--- config.mk ---
export PLATFORM = sky130hd
export DESIGN_NAME = idu_pc_gen
export DESIGN_NICKNAME = d
export VERILOG_FILES = /design/src/rtl/idu_pc_gen.sv
export SDC_FILE = /design/constraint.sdc
export NUM_CORES = 1
export LEC_CHECK = 0
export ABC_AREA = 1
export CAP_MARGIN = 25
export CORE_MARGIN = 5
export CORE_UTILIZATION = 56
export DETAILED_ROUTE_END_ITERATION = 8
export HOLD_SLACK_MARGIN = 0.08
export PLACE_DENSITY = 0.81
export SYNTH_ARGS = -nofsm -noshare
export SYNTH_HDL_FRONTEND = slang
export SYNTH_SLANG_ARGS = --single-unit
--- constraint.sdc ---
create_clock -name clk -period 5.2 [get_ports clk]
set_input_delay 0.78 -clock clk [delete_from_list [all_inputs] [get_ports clk]]
set_output_delay 0.78 -clock clk [all_outputs]
set_load 0.02 [all_outputs]
--- src/rtl/idu_pc_gen.sv ---
// idu_pc_gen: IDU register-fetch PC generator.
// Holds the fetch pc and a BJU_DEPTH-entry FIFO retention station of resolved
// branch/jump targets. EXU BJU pushes targets; ROB commit pops them into pc.
// pc priority each cycle: flush > stall > redirect > sequential.
// Optional feature macro: IDU_PC_GEN_BJU_BYPASS_EN
//   defined   - a redirect that finds the station empty takes a same-cycle
//               push straight into pc, or waits (jump pending) for one.
//   undefined - a redirect that finds the station empty flags underflow and
//               falls through to the sequential pc.
module idu_pc_gen #(
  parameter int          XLEN       = 64,
  parameter logic [63:0] PC_RESET   = 64'h0000_0000_8000_0000,
  parameter int          BJU_DEPTH  = 4,
  parameter int          INST_BYTES = 4
) (
  input  logic                         clk,
  input  logic                         rst_clk,
  input  logic                         y_stall_ctrl,
  input  logic                         exu_idu_rf_bju_pcjump_vld,
  input  logic [XLEN-1:0]              exu_idu_rf_bju_pcjump_addr,
  output logic                         idu_exu_rf_bju_pcjump_rdy,
  input  logic                         rob_idu_rf_pcjump_vld,
  input  logic                         rob_idu_rf_flush_vld,
  input  logic [XLEN-1:0]              rob_idu_rf_flush_addr,
  output logic [XLEN-1:0]              pc,
  output logic [$clog2(BJU_DEPTH):0]   bju_rs_cnt,
  output logic                         bju_rs_empty,
  output logic                         bju_rs_full,
  output logic                         bju_rs_ovf,
  output logic                         bju_rs_unf
);

  localparam int PTR_W = $clog2(BJU_DEPTH);
  localparam int CNT_W = PTR_W + 1;

  localparam logic [XLEN-1:0]  PC_RST_VAL = XLEN'(PC_RESET);
  localparam logic [XLEN-1:0]  PC_INC     = XLEN'(INST_BYTES);
  // Clears the low log2(INST_BYTES) bits of a flush target.
  localparam logic [XLEN-1:0]  ALIGN_MASK = ~(XLEN'(INST_BYTES - 1));
  localparam logic [CNT_W-1:0] CNT_FULL   = CNT_W'(BJU_DEPTH);

  // Registered state
  logic [XLEN-1:0]  pc_q,        pc_d;
  logic [PTR_W-1:0] wr_ptr_q,    wr_ptr_d;
  logic [PTR_W-1:0] rd_ptr_q,    rd_ptr_d;
  logic [CNT_W-1:0] cnt_q,       cnt_d;
  logic             jump_pend_q, jump_pend_d;
  logic             ovf_q,       ovf_d;
  logic             unf_q,       unf_d;
  logic [XLEN-1:0]  mem_q [BJU_DEPTH];

  // Per-cycle decisions
  logic rs_empty;
  logic rs_full;
  logic redirect_req;
  logic do_push;
  logic do_pop;
  logic bypass_take;

  // Status comes from registered state only, so rdy has no input-to-output path.
  assign rs_empty = (cnt_q == '0);
  assign rs_full  = (cnt_q == CNT_FULL);

  assign pc                        = pc_q;
  assign bju_rs_cnt                = cnt_q;
  assign bju_rs_empty              = rs_empty;
  assign bju_rs_full               = rs_full;
  assign idu_exu_rf_bju_pcjump_rdy = !rs_full;
  assign bju_rs_ovf                = ovf_q;
  assign bju_rs_unf                = unf_q;

  // Next-state: pc selection, push/pop arbitration, pointer and flag updates.
  always_comb begin
    // NOTE: every variable gets a default before any branch so no path leaves
    // it unassigned, which would otherwise infer a latch.
    pc_d         = pc_q;
    wr_ptr_d     = wr_ptr_q;
    rd_ptr_d     = rd_ptr_q;
    cnt_d        = cnt_q;
    jump_pend_d  = jump_pend_q;
    ovf_d        = ovf_q;
    unf_d        = unf_q;
    do_pop       = 1'b0;
    do_push      = 1'b0;
    bypass_take  = 1'b0;
    redirect_req = rob_idu_rf_pcjump_vld | jump_pend_q;

    if (rob_idu_rf_flush_vld) begin
      pc_d        = rob_idu_rf_flush_addr & ALIGN_MASK;
      jump_pend_d = 1'b0;
    end else if (y_stall_ctrl) begin
      // A commit that lands during a stall is remembered and served later.
      if (rob_idu_rf_pcjump_vld) jump_pend_d = 1'b1;
    end else if (redirect_req) begin
      if (!rs_empty) begin
        pc_d        = mem_q[rd_ptr_q];
        do_pop      = 1'b1;
        jump_pend_d = 1'b0;
      end else begin
`ifdef IDU_PC_GEN_BJU_BYPASS_EN
        if (exu_idu_rf_bju_pcjump_vld) begin
          pc_d        = exu_idu_rf_bju_pcjump_addr;
          bypass_take = 1'b1;
          jump_pend_d = 1'b0;
        end else begin
          jump_pend_d = 1'b1;
        end
`else
        unf_d       = 1'b1;
        jump_pend_d = 1'b0;
        pc_d        = pc_q + PC_INC;
`endif
      end
    end else begin
      pc_d = pc_q + PC_INC;
    end

    // A pop in the same cycle frees the slot a full station needs for a push.
    if (exu_idu_rf_bju_pcjump_vld && !rob_idu_rf_flush_vld && !bypass_take) begin
      if (!rs_full || do_pop) do_push = 1'b1;
      else                    ovf_d   = 1'b1;
    end

    if (rob_idu_rf_flush_vld) begin
      wr_ptr_d = '0;
      rd_ptr_d = '0;
      cnt_d    = '0;
    end else begin
      if (do_push) wr_ptr_d = wr_ptr_q + PTR_W'(1);
      if (do_pop)  rd_ptr_d = rd_ptr_q + PTR_W'(1);
      case ({do_push, do_pop})
        2'b10:   cnt_d = cnt_q + CNT_W'(1);
        2'b01:   cnt_d = cnt_q - CNT_W'(1);
        default: cnt_d = cnt_q;
      endcase
    end
  end

  // Control state register with synchronous reset.
  always_ff @(posedge clk) begin
    // NOTE: sequential state uses non-blocking assignments so every flop
    // samples the values from before the edge, independent of statement order.
    if (rst_clk) begin
      pc_q        <= PC_RST_VAL;
      wr_ptr_q    <= '0;
      rd_ptr_q    <= '0;
      cnt_q       <= '0;
      jump_pend_q <= 1'b0;
      ovf_q       <= 1'b0;
      unf_q       <= 1'b0;
    end else begin
      pc_q        <= pc_d;
      wr_ptr_q    <= wr_ptr_d;
      rd_ptr_q    <= rd_ptr_d;
      cnt_q       <= cnt_d;
      jump_pend_q <= jump_pend_d;
      ovf_q       <= ovf_d;
      unf_q       <= unf_d;
    end
  end

  // Station storage: write the tail entry on an accepted push.
  always_ff @(posedge clk) begin
    // NOTE: the entry array is deliberately not reset; an entry is only read
    // once cnt says it was written, so reset logic on it would be wasted.
    if (!rst_clk && do_push) mem_q[wr_ptr_q] <= exu_idu_rf_bju_pcjump_addr;
  end

endmodule

==> Implementation_results.wiki, run 1 <==
{| class="wikitable"
! Metric !! Value
|-
| Number of buffers inserted during clock tree synthesis || 35
|-
| Launch point of the worst path || y_stall_ctrl
|-
| CP Max Fanout || 64
|-
| Maximum level of the CTS H-tree || 2
|-
| Fmax || 0.307 GHz
|-
| First-pass iteration count of the detailed router || 6
|-
| Detailed Route WL || 48200 um
|-
| Proportion of total power due to net switching || 22.9%
|-
| Initial DRC Count || 1526
|-
| Kind of launch point of the worst setup path || primary input
|-
| Post-route standard cell area excluding fillers || 19000 sq um
|-
| Post-CTS Resized || 0
|-
| Vias in the first global route || 12471
|-
| Part of the total power dissipated in the clock network || 42.2%
|-
| Global-route wire length before repair || 72000 um
|-
| Mean area per synthesized cell || around 9 sq um
|-
| Static Leakage || 6.80 nW
|-
| Largest area contributor in the synthesized netlist || edfxtp_1
|-
| Part of the total power dissipated in sequential elements || 49.7%
|-
| Worst-margin pin slew || 1.02 ns
|-
| Crit path capture type || flip-flop
|-
| Mapped Nets || 1850
|-
| Number of buffers on the longest clock path || 3
|-
| Setup TNS after final layout || 0 ns
|-
| Core utilization of the finished layout || 69.1%
|-
| Psw || 1.37 mW
|-
| Worst hold path depth || 2
|-
| Seq cells post-synth || 332
|-
| Post-synthesis cell area || ~16000 sq um
|-
| Hold Fails Final Rpt || 0
|-
| Gp weighted congestion || 1.01
|-
| Arrival time at the worst endpoint || 3.39 ns
|-
| Count of buffers added by post-CTS timing repair for setup || 0
|-
| Half-perimeter wire length after detailed placement || 33100 um
|-
| Antenna violations before repair || 1
|-
| Number of failing setup endpoints in the final timing report || 0
|-
| Startpoint-to-endpoint class of the critical path || primary input to flip-flop
|-
| # port buffers || 203
|-
| Proportion of layout cells with a drive suffix above 1 || 5.87%
|-
| Run status || completed
|-
| Cell area after placement || 17900 sq um
|-
| Area growth syn-to-layout || 22.6%
|-
| Internal Pwr Total || ~4.6 mW
|-
| Pin count of the biggest net entering global routing || between 80 and 90
|-
| RSZ-0062 raised after global routing || no
|-
| Average routed wire per standard cell || 21.1 um
|-
| Total gr overflow || 0
|-
| Num rows || 61
|-
| Most frequently used flop master after synthesis || edfxtp_1
|-
| Combinational group share of total power || 8.1%
|-
| Maximum capacitance violations || 0
|-
| Relative slew margins || about a third
|-
| Die height || 177 um
|-
| Nets || 2024
|-
| Die area || 31200 sq um
|-
| Count of distinct cell types in the synthesized netlist || 40
|-
| Core footprint || 27600 sq um
|-
| Clock latency on the worst-skew pair || roughly 0.53 ns
|-
| Total routing resource utilization after global routing || 30.2%
|-
| Pwr dens || 314 nW/um^2
|-
| Sequential element share of the synthesized area || 59.3%
|-
| Post-Syn Instances || 1710
|-
| Final clock period utilization by the worst path || 62.6%
|-
| Setup clock skew after layout || 0.0158 ns
|-
| Worst path required time || 5.34 ns
|-
| Via density || 5.70
|-
| Post-DRT Antenna Nets || 0
|-
| Total vias in the final route || 13036
|-
| Number of enable-type register cells in the synthesized netlist || 256
|-
| Fill cell count || 2065
|-
| Count of boundary I/O pins || 206
|-
| Hold Buf Count CTS || 0
|-
| Fraction of synthesis flops using an asynchronous set or reset pin || 0%
|-
| Yosys warning total || 0
|-
| Clock slew at the register clock pins of the worst setup and hold paths || around 0.060 ns
|-
| Final count of pins violating max slew || 0
|-
| Horizontal die dimension || 177 um
|-
| Time the worst path needs with I/O delays and setup || 3.25 ns
|-
| TritonCTS clock tree || built
|-
| Number of design rule violations left after detail routing || 0
|-
| Worst hold path type || flip-flop to flip-flop
|-
| Root Driver || clkbuf_16
|-
| R2R depth || 8
|-
| Clk sink count || 332
|-
| Leading post-synthesis cells by cell area || edfxtp_1 49%, nand2_1 10%, dfxtp_1 9.8%
|-
| Maximum VDD drop || 0.000271 V
|-
| Portion of synthesized cell area occupied by the leading cell type || 49.5%
|-
| Starting density of the core || about 56%
|}
## sequential cells by signal, indices dropped and copies added (netlist names), named ones only
name,count
rd_ptr_q,2
pc,62
bju_rs_cnt,3
jump_pend_q,1
bju_rs_unf,1
bju_rs_ovf,1
wr_ptr_q,2
mem_q,256
## per-layer routing
layer  vias to the layer above  part of all wire, %  track usage, %
met5                         -                    0               0
met4                         0                  2.7            8.83
met3                        76                  9.7            7.02
met2                       657                   47            48.0
met1                      6142                   41            42.0
li1                       6161                    -               -
## through the flow
| step | instances | setup slack, ns | hold WS (ns) | total power, mW |
|---|---|---|---|---|
| CTS | 2287 | 1.98 | 0.466 | 6.00 |
| detailed placement | 2225 | 1.45 | 0.456 | 3.51 |
| floorplan | 1710 | 0.588 | 0.436 | 3.23 |
| finish | 2288 | 1.95 | 0.462 | 5.99 |
| global placement | 2225 | 1.49 | 0.448 | 3.50 |
| global route | 2288 | 1.71 | 0.490 | 6.16 |
## Yosys cell counts (27+ instances only)
master / number
nand3_1: 77
nand2_1: 415
o21ai_1: 29
buf_2: 27
a31oi_1: 31
nor2_1: 237
clkbuf_1: 42
inv_1: 127
a21oi_1: 112
dfxtp_1: 76
o21ai_0: 127
edfxtp_1: 256
## cell type report
type / instances / area [sq um] / share of cell area (%)
multi-input cells: 1160 / 5510 / 28.9
repair buffers: 216 / 2140 / 11.3
diodes: 1 / 2.50 / 0.0131
flip-flops and latches: 332 / 9210 / 48.4
inverters: 139 / 523 / 2.75
clock inverters: 14 / 196 / 1.03
well taps: 378 / 473 / 2.48
clock buffers: 48 / 985 / 5.17
## critical path: stages
cell             delay [ns]
clkdlybuf4s50_1        0.45
nor2_4                 0.14
inv_2                  0.27
nor2_2                 0.23
nand2_2                0.12
nand2_2                0.08
nand2_2                0.08
inv_2                  0.06
nand2_1                0.21
nor2_4                 0.14
buf_4                  0.73
## power groups by stage
stage | Combinational [mW] | Sequential, mW | Clock, mW
finish | 0.488 | 2.98 | 2.53
global route | 0.524 | 2.98 | 2.66
floorplan | 0.184 | 3.05 | 0
detailed placement | 0.480 | 3.03 | 0
global placement | 0.472 | 3.03 | 0
CTS | 0.483 | 2.97 | 2.54
## path summary, 6_finish.rpt
path                  endpoint  slack [ns]
hold / removal       flip-flop        0.46
setup reg to reg         pc[5]        1.96
setup / recovery  mem_q[1][38]        1.95
hold reg to reg      flip-flop        0.46
## placed cells by master, fill, tap and decap left out, types with 7 or more instances in the layout
| master | synthesis | final |
|---|---|---|
| edfxtp_1 | 256 | 256 |
| nor2_4 | 6 | 11 |
| nand3_1 | 77 | 77 |
| o22ai_1 | 17 | 17 |
| inv_2 | 9 | 9 |
| clkdlybuf4s50_1 | 0 | 201 |
| a32o_1 | 17 | 17 |
| dfxtp_1 | 76 | 75 |
| nor2_2 | 9 | 8 |
| xor2_1 | 21 | 21 |
| o21ai_1 | 29 | 29 |
| nand2_2 | 7 | 7 |
| clkbuf_1 | 42 | 7 |
| o21ai_0 | 127 | 127 |
| clkinv_1 | 3 | 7 |
| a31oi_1 | 31 | 31 |
| inv_1 | 127 | 126 |
| a22o_1 | 11 | 11 |
| clkbuf_16 | 0 | 35 |
| a21oi_1 | 112 | 112 |
| nor2_1 | 237 | 233 |
| nand2_1 | 415 | 415 |
| o211ai_1 | 7 | 7 |
| buf_4 | 0 | 11 |
## kinds of logic after synthesis
logic type               share of synthesized area, %
AND/OR/NAND/NOR                                  20.4
AO/OA/AOI/OAI                                    13.1
flip-flops                                       59.3
buffers and inverters                            5.48
XOR/XNOR                                         1.24
adder cells (fa/ha/maj)                         0.531
Power figures use the tool's default switching activity.
==> inputs of run 2 (changes only) <==
--- a/config.mk
+++ b/config.mk
@@ -8,10 +8,10 @@
 export ABC_AREA = 1
 export CAP_MARGIN = 25
 export CORE_MARGIN = 5
-export CORE_UTILIZATION = 56
+export CORE_UTILIZATION = 50
 export DETAILED_ROUTE_END_ITERATION = 8
 export HOLD_SLACK_MARGIN = 0.08
-export PLACE_DENSITY = 0.81
+export PLACE_DENSITY = 0.76
 export SYNTH_ARGS = -nofsm -noshare
 export SYNTH_HDL_FRONTEND = slang
 export SYNTH_SLANG_ARGS = --single-unit
==> constraint.sdc (replaced) <==
create_clock -name clk -period 2.95 [get_ports clk]
set_input_delay 0.4425 -clock clk [delete_from_list [all_inputs] [get_ports clk]]
set_output_delay 0.4425 -clock clk [all_outputs]
set_load 0.02 [all_outputs]
==> Implementation_results.wiki, run 2 (synthesis gave the netlist of run 1 again) <==
{| class="wikitable"
! Metric !! Value
|-
| CP Max Fanout || 3 (was 64)
|-
| Number of failing setup endpoints in the final timing report || 0 (unchanged)
|-
| Run status || completed (unchanged)
|-
| Half-perimeter wire length after detailed placement || 34300 um (was 33100 um)
|-
| Kind of cell adding the most delay to the critical path || buffers and inverters (unchanged)
|-
| Number of design rule violations left after detail routing || 0 (unchanged)
|-
| Reg2reg end || pc[38] (was pc[5])
|-
| Highest Signal Layer || met4 (unchanged)
|-
| Horizontal die dimension || 186 um (was 177 um)
|-
| Hold Fails Final Rpt || 0 (unchanged)
|-
| Combinational group share of total power || 8.5% (was 8.1%)
|-
| Via density || 5.63 (was 5.70)
|-
| Startpoint of the most critical register-to-register path || pc[3]
|-
| Number of buffers inserted during clock tree synthesis || 35 (unchanged)
|-
| Post-DRT Antenna Nets || 0 (unchanged)
|-
| Post-route standard cell area excluding fillers || 19200 sq um (was 19000 sq um)
|-
| Post-Place Setup Slack || 0.173 ns (was 1.45 ns)
|-
| Startpoint of the worst hold path || rst_clk
|-
| Pin count of the biggest net entering global routing || 129 (was 86)
|-
| Total vias in the final route || 13051 (was 13036)
|-
| Arrival time at the worst endpoint || 2.00 ns (was 3.39 ns)
|-
| Fill cell count || 2537 (was 2065)
|-
| Gp weighted congestion || 0.998 (was 1.01)
|-
| Global-route wire length before repair || 72900 um (was 72000 um)
|-
| RSZ-0062 raised after global routing || no (unchanged)
|-
| Clock slew at the register clock pins of the worst setup and hold paths || 0.06 ns (about the same)
|-
| Critical-path cell list || inv_1 > nor3_1 > clkdlybuf4s50_1 (was clkdlybuf4s50_1 > nor2_4 > inv_2 > nor2_2 > nand2_2 > nand2_2 > nand2_2 > inv_2 > nand2_1 > nor2_4 > buf_4)
|-
| Internal Pwr Total || 8.00 mW (was 4.62 mW)
|-
| Number of flip-flops in the largest register || 256 (unchanged)
|-
| Reg-to-reg setup timing slack || 0.67 ns (was 1.96 ns)
|-
| Detailed Route WL || 49500 um (was 48200 um)
|-
| Part of the total power dissipated in sequential elements || 50.2% (was 49.7%)
|-
| Cell area after placement || 18100 sq um (was 17900 sq um)
|-
| Final count of pins violating max slew || 0 (unchanged)
|-
| Total routing resource utilization after global routing || 27.8% (was 30.2%)
|-
| Static Leakage || 6.87 nW (was 6.80 nW)
|-
| Worst hold path type || primary input to flip-flop (was flip-flop to flip-flop)
|-
| First-pass iteration count of the detailed router || 6 (unchanged)
|-
| Antenna violations before repair || 2 (was 1)
|-
| Most frequent standard cell in the layout excluding fill and tap cells || nand2_1 (unchanged)
|-
| Count of boundary I/O pins || 206 (unchanged)
|-
| Kind of launch point of the worst setup path || flip-flop (was primary input)
|-
| Starting density of the core || 50.7% (was 56.4%)
|-
| Pwr dens || 543 nW/um^2 (was 314 nW/um^2)
|-
| Vias in the first global route || 12451 (was 12471)
|-
| TritonCTS clock tree || built (unchanged)
|-
| Root Driver || clkbuf_16 (unchanged)
|-
| Part of the total power dissipated in the clock network || 41.3% (was 42.2%)
|-
| Proportion of total power due to net switching || 23.3% (was 22.9%)
|-
| Maximum capacitance violations || 0 (unchanged)
|-
| Clk sink count || 332 (unchanged)
|-
| Setup clock skew after layout || 0.0131 ns (was 0.0158 ns)
|-
| Final clock period utilization by the worst path || 82.8%
|-
| Core footprint || 30700 sq um (was 27600 sq um)
|-
| Die height || 186 um (was 177 um)
|-
| Relative slew margins || 48.3% (was 32.1%)
|-
| Met1 Wirelength || 20200 um (was 19700 um)
|-
| Fin worst setup slack || 0.506 ns (was 1.95 ns)
|-
| Num rows || 64 (was 61)
|-
| Count of buffers added by post-CTS timing repair for setup || 0 (unchanged)
|-
| Core utilization of the finished layout || 62.6% (was 69.1%)
|-
| Crit path buf inv count || 2 (was 4)
|-
| Initial DRC Count || 1390 (was 1526)
|-
| Hold Buf Count CTS || 0 (unchanged)
|-
| Number of buffers on the longest clock path || 3 (unchanged)
|-
| Cell at the slowest stage of the critical path || clkdlybuf4s50_1 (was buf_4)
|-
| Average routed wire per standard cell || 21.3 um (was 21.1 um)
|-
| Clock latency on the worst-skew pair || 0.53 ns (about the same)
|-
| Total gr overflow || 0 (unchanged)
|-
| Startpoint-to-endpoint class of the critical path || flip-flop to output port (was primary input to flip-flop)
|-
| Maximum level of the CTS H-tree || 2 (unchanged)
|-
| Maximum VDD drop || 0.000514 V (was 0.000271 V)
|-
| Die area || 34700 sq um (was 31200 sq um)
|-
| Area growth syn-to-layout || 23.6% (was 22.6%)
|-
| Worst-margin pin slew || 0.775 ns (was 1.02 ns)
|-
| Sum of met3 wire segment lengths after detailed routing || 4590 um (was 4700 um)
|-
| Crit path capture type || output port (was flip-flop)
|-
| # port buffers || 203 (unchanged)
|-
| Top reg by flops || mem_q (unchanged)
|-
| Nets || 2036 (was 2024)
|-
| Time the worst path needs with I/O delays and setup || roughly 2.4 ns
|-
| Worst hold path depth || 2 (unchanged)
|-
| Leading cell types in the layout, fill and taps excluded || 415 x nand2_1, 256 x edfxtp_1, 233 x nor2_1, 201 x clkdlybuf4s50_1, 127 x o21ai_0 (unchanged)
|-
| Worst path required time || 2.51 ns (was 5.34 ns)
|-
| Psw || 2.43 mW (was 1.37 mW)
|-
| Max stage delay on crit path || 0.70 ns (was 0.73 ns)
|-
| Fmax || 0.409 GHz
|-
| Worst-case hold path end point || bju_rs_unf
|-
| R2R depth || 12 (was 8)
|-
| Post-CTS Resized || 0 (unchanged)
|-
| Proportion of layout cells with a drive suffix above 1 || 6.45% (was 5.87%)
|-
| Met2 Wirelength || 23000 um (was 22500 um)
|}
==> run 2: changes by cell type in the layout (fill, tap and decap cells not counted), sizes merged <==
cell / before / now
buf: 15 / 27
bufinv: 3 / 2
clkbuf: 48 / 42
clkinv: 14 / 21
diode: 1 / 2
inv: 135 / 136
==> run 2: final cells by class <==
class | instances | area [sq um] | share of cell area [%]
Antenna cell | 2 | 5.00 | 0.0261
Clock buffer | 42 | 943 | 4.91
Clock inverter | 21 | 188 | 0.977
Inverter | 139 | 523 | 2.72
Multi-Input combinational cell | 1160 | 5510 | 28.7
Sequential cell | 332 | 9210 | 48.0
Tap cell | 396 | 495 | 2.58
Timing Repair Buffer | 228 | 2320 | 12.1
==> run 2: how the worst max path moves through the flow <==
| stage | start | end | slack [ns] | cells after the start |
|---|---|---|---|---|
| floorplan | y_stall_ctrl | mem_q[0][0] | -0.30 | 9 |
| global placement | y_stall_ctrl | mem_q[0][34] | 0.23 | 11 |
| detailed placement | y_stall_ctrl | mem_q[0][48] | 0.17 | 11 |
| CTS | bju_rs_cnt[2] | bju_rs_full | 0.50 | 3 |
| global route | bju_rs_cnt[2] | bju_rs_full | 0.43 | 3 |
| finish | bju_rs_cnt[2] | bju_rs_full | 0.51 | 3 |
==> run 2: worst register-to-register path, delay by kind of cell, from the launching register on <==
family,cells,cell delay [ns]
fa+ha+maj,1,0.31
buf+inv,1,0.12
flops,1,0.41
compound gates,1,0.13
simple gates,9,1.17
==> run 2: stage by stage <==
step	total power, mW	TNS [ns]	hold WS (ns)	cells
final	10.4	0	0.127	2320
after global routing	10.7	0	0.133	2320
after CTS	10.5	0	0.114	2318
after detailed placement	6.21	0	0.458	2255
after global placement	6.20	0	0.448	2255
after floorplan	5.69	-76.45	0.436	1710
==> run 2: power by group through the flow <==
stage / clock network, mW / registers (mW) / logic (mW)
6_report: 4.30 / 5.24 / 0.886
3_5_place_dp: 0 / 5.34 / 0.874
4_1_cts: 4.33 / 5.24 / 0.882
2_1_floorplan: 0 / 5.37 / 0.326
5_1_grt: 4.54 / 5.25 / 0.957
3_3_place_gp: 0 / 5.33 / 0.861
==> run 2: metal layers <==
metal,vias up,global-route usage (%)
met4,0,9.30
met5,-,0
li1,6196,-
met1,6112,39.8
met3,81,3.71
met2,662,44.4
==> inputs of run 3 (changes only) <==
--- a/config.mk
+++ b/config.mk
@@ -8,10 +8,10 @@
 export ABC_AREA = 1
 export CAP_MARGIN = 25
 export CORE_MARGIN = 5
-export CORE_UTILIZATION = 50
+export CORE_UTILIZATION = 56
 export DETAILED_ROUTE_END_ITERATION = 8
 export HOLD_SLACK_MARGIN = 0.08
-export PLACE_DENSITY = 0.76
+export PLACE_DENSITY = 0.81
 export SYNTH_ARGS = -nofsm -noshare
 export SYNTH_HDL_FRONTEND = slang
 export SYNTH_SLANG_ARGS = --single-unit
==> constraint.sdc (replaced) <==
create_clock -name clk -period 2.5 [get_ports clk]
set_input_delay 0.375 -clock clk [delete_from_list [all_inputs] [get_ports clk]]
set_output_delay 0.375 -clock clk [all_outputs]
set_load 0.02 [all_outputs]
==> Implementation_results.wiki, run 3 (synthesis gave the netlist of run 1 again) <==
{| class="wikitable"
! Metric !! Value
|-
| Number of flip-flops in the largest register || 256 (unchanged)
|-
| Relative slew margins || 59.7% (was 48.3%)
|-
| Die height || 177 um (was 186 um)
|-
| Reg2reg end || pc[34] (was pc[38])
|-
| Kind of cell adding the most delay to the critical path || buffers and inverters (unchanged)
|-
| Run status || completed (unchanged)
|-
| Clk sink count || 332 (unchanged)
|-
| Kind of launch point of the worst setup path || flip-flop (unchanged)
|-
| Pin count of the biggest net entering global routing || 91 (was 129)
|-
| RSZ-0062 raised after global routing || no (unchanged)
|-
| Final clock period utilization by the worst path || between 90% and 100%
|-
| Starting density of the core || 56.4% (was 50.7%)
|-
| Time the worst path needs with I/O delays and setup || 2.32 ns
|-
| Number of buffers inserted during clock tree synthesis || 35 (unchanged)
|-
| Worst hold path depth || 3 (was 2)
|-
| Root Driver || clkbuf_16 (unchanged)
|-
| Fin worst setup slack || 0.178 ns (was 0.506 ns)
|-
| R2R depth || 10 (was 12)
|-
| Leading cell types in the layout, fill and taps excluded || 414 x nand2_1, 256 x edfxtp_1, 233 x nor2_1, 201 x clkdlybuf4s50_1, 127 x o21ai_0 (was 415 x nand2_1, 256 x edfxtp_1, 233 x nor2_1, 201 x clkdlybuf4s50_1, 127 x o21ai_0)
|-
| Post-route standard cell area excluding fillers || 19400 sq um (was 19200 sq um)
|-
| Via density || 5.74 (was 5.63)
|-
| Core footprint || 27600 sq um (was 30700 sq um)
|-
| Cell area after placement || 18200 sq um (was 18100 sq um)
|-
| Proportion of layout cells with a drive suffix above 1 || 7.79% (was 6.45%)
|-
| Half-perimeter wire length after detailed placement || 36100 um (was 34300 um)
|-
| TritonCTS clock tree || built (unchanged)
|-
| Worst hold path type || primary input to flip-flop (unchanged)
|-
| Pwr dens || 649 nW/um^2 (was 543 nW/um^2)
|-
| Hold Buf Count CTS || 0 (unchanged)
|-
| Total routing resource utilization after global routing || 31.8% (was 27.8%)
|-
| Antenna violations before repair || 4 (was 2)
|-
| Area taken by flip-flops and latches || 9220 sq um (was 9210 sq um)
|-
| Worst-case hold path end point || bju_rs_ovf (was bju_rs_unf)
|-
| Number of buffers on the longest clock path || 3 (unchanged)
|-
| CP Max Fanout || 6 (was 3)
|-
| Area of combinational cells with multiple inputs || 5520 sq um (was 5510 sq um)
|-
| Nets || 2052 (was 2036)
|-
| Clock latency on the worst-skew pair || 0.52 ns (was 0.53 ns)
|-
| Fmax || 0.431 GHz
|-
| Total vias in the final route || 13300 (was 13051)
|-
| Hold Fails Final Rpt || 0 (unchanged)
|-
| Reg-to-reg setup timing slack || 0.31 ns (was 0.67 ns)
|-
| Most frequent standard cell in the layout excluding fill and tap cells || nand2_1 (unchanged)
|-
| Clock slew at the register clock pins of the worst setup and hold paths || 0.06 ns (about the same)
|-
| Arrival time at the worst endpoint || 1.95 ns (was 2.00 ns)
|-
| Startpoint of the worst hold path || rst_clk (unchanged)
|-
| Total gr overflow || 0 (unchanged)
|-
| Num rows || 61 (was 64)
|-
| Cell at the slowest stage of the critical path || clkdlybuf4s50_1 (unchanged)
|-
| Average routed wire per standard cell || 21.8 um (was 21.3 um)
|-
| Static Leakage || 7.00 nW (was 6.87 nW)
|-
| Number of design rule violations left after detail routing || 0 (unchanged)
|-
| Number of failing setup endpoints in the final timing report || 0 (unchanged)
|-
| First-pass iteration count of the detailed router || 5 (was 6)
|-
| Worst-margin pin slew || 0.602 ns (was 0.775 ns)
|-
| Gp weighted congestion || 1.02 (was 0.998)
|-
| Top reg by flops || mem_q (unchanged)
|-
| Horizontal die dimension || 177 um (was 186 um)
|-
| Die area || 31200 sq um (was 34700 sq um)
|-
| # port buffers || 203 (unchanged)
|-
| Vias in the first global route || 12629 (was 12451)
|-
| Fill cell count || 2094 (was 2537)
|-
| Startpoint-to-endpoint class of the critical path || flip-flop to output port (unchanged)
|-
| Crit path buf inv count || 1 (was 2)
|-
| Initial DRC Count || 1439 (was 1390)
|-
| Startpoint of the most critical register-to-register path || pc[3] (unchanged)
|-
| Setup clock skew after layout || 0.0182 ns (was 0.0131 ns)
|-
| Final count of pins violating max slew || 0 (unchanged)
|-
| Setup TNS after final layout || 0 ns (unchanged)
|-
| Area growth syn-to-layout || 24.6% (was 23.6%)
|-
| Crit path capture type || output port (unchanged)
|-
| Detailed Route WL || 50700 um (was 49500 um)
|-
| Maximum VDD drop || 0.000639 V (was 0.000514 V)
|-
| Global-route wire length before repair || 74700 um (was 72900 um)
|-
| Critical-path cell list || nor3_2 > clkdlybuf4s50_1 (was inv_1 > nor3_1 > clkdlybuf4s50_1)
|-
| Maximum capacitance violations || 0 (unchanged)
|-
| Worst path required time || 2.12 ns (was 2.51 ns)
|-
| Max stage delay on crit path || 0.69 ns (was 0.70 ns)
|-
| Count of boundary I/O pins || 206 (unchanged)
|-
| Min Hold Slack || 0.246 ns (was 0.127 ns)
|-
| Post-DRT Antenna Nets || 0 (unchanged)
|-
| Post-Place Setup Slack || 0.0440 ns (was 0.173 ns)
|-
| Core utilization of the finished layout || 70.3% (was 62.6%)
|-
| Maximum level of the CTS H-tree || 2 (unchanged)
|}
==> run 3: cell types whose count changed in the layout (fill, tap and decap cells not counted), sizes merged <==
cell,before,now
buf,27,43
clkbuf,42,38
bufinv,2,5
diode,2,3
inv,136,137
==> run 3: worst max-delay path by stage <==
stage | startpoint | to | slack [ns] | depth (start not counted)
2_1_floorplan | y_stall_ctrl | mem_q[0][0] | 0.007 | 9
4_1_cts | bju_rs_cnt[2] | bju_rs_full | 0.16 | 3
3_3_place_gp | y_stall_ctrl | mem_q[3][35] | 0.08 | 11
3_5_place_dp | y_stall_ctrl | mem_q[3][50] | 0.04 | 11
5_1_grt | bju_rs_cnt[2] | bju_rs_full | 0.1 | 3
6_report | bju_rs_cnt[0] | bju_rs_empty | 0.18 | 2
==> run 3: repair_timing <==
action                                  in CTS  in global routing
buffers inserted                             0                  0
gates resized for setup                      1                  0
endpoints found under the setup margin       1                  0
hold endpoints to repair                     0                  0
==> run 3: metrics by stage <==
| stage | cells | power, mW |
|---|---|---|
| after CTS | 2316 | 12.6 |
| after global placement | 2253 | 7.32 |
| final | 2319 | 12.6 |
| after global routing | 2318 | 12.9 |
| after floorplan | 1710 | 6.72 |
| after detailed placement | 2253 | 7.34 |
==> run 3: area by class of cell <==
type                       instances  share of cell area [%]
multi-input combinational       1160                    28.5
tap                              378                    2.44
antenna                            3                  0.0388
clock inverter                    25                    1.49
clock buffer                      38                    4.58
timing repair buffer             244                    12.7
sequential                       332                    47.6
inverter                         139                    2.70
==> run 3: worst min-delay path, cell delays in order <==
cell    delay, ns
buf_2        0.14
inv_1        0.09
o21a_1       0.10
==> run 3: layer usage <==
| layer | vias to the layer above | global-route usage, % | wire length (um) | share of wire (%) |
|---|---|---|---|---|
| met3 | 115 | 5.70 | 4380 | 8.6 |
| li1 | 6222 | - | - | - |
| met5 | - | 0 | 11 | 0.022 |
| met4 | 2 | 11.8 | 2050 | 4.1 |
| met2 | 669 | 51.8 | 24000 | 47 |
| met1 | 6292 | 42.9 | 20200 | 40 |
==> run 3: report_power, final <==
group | leakage (nW) | internal, mW | switching (mW)
combinational | 3.47 | 0.473 | 0.593
sequential | 2.94 | 6.05 | 0.134
clock | 0.583 | 3.12 | 2.20
total | 7.00 | 9.65 | 2.92
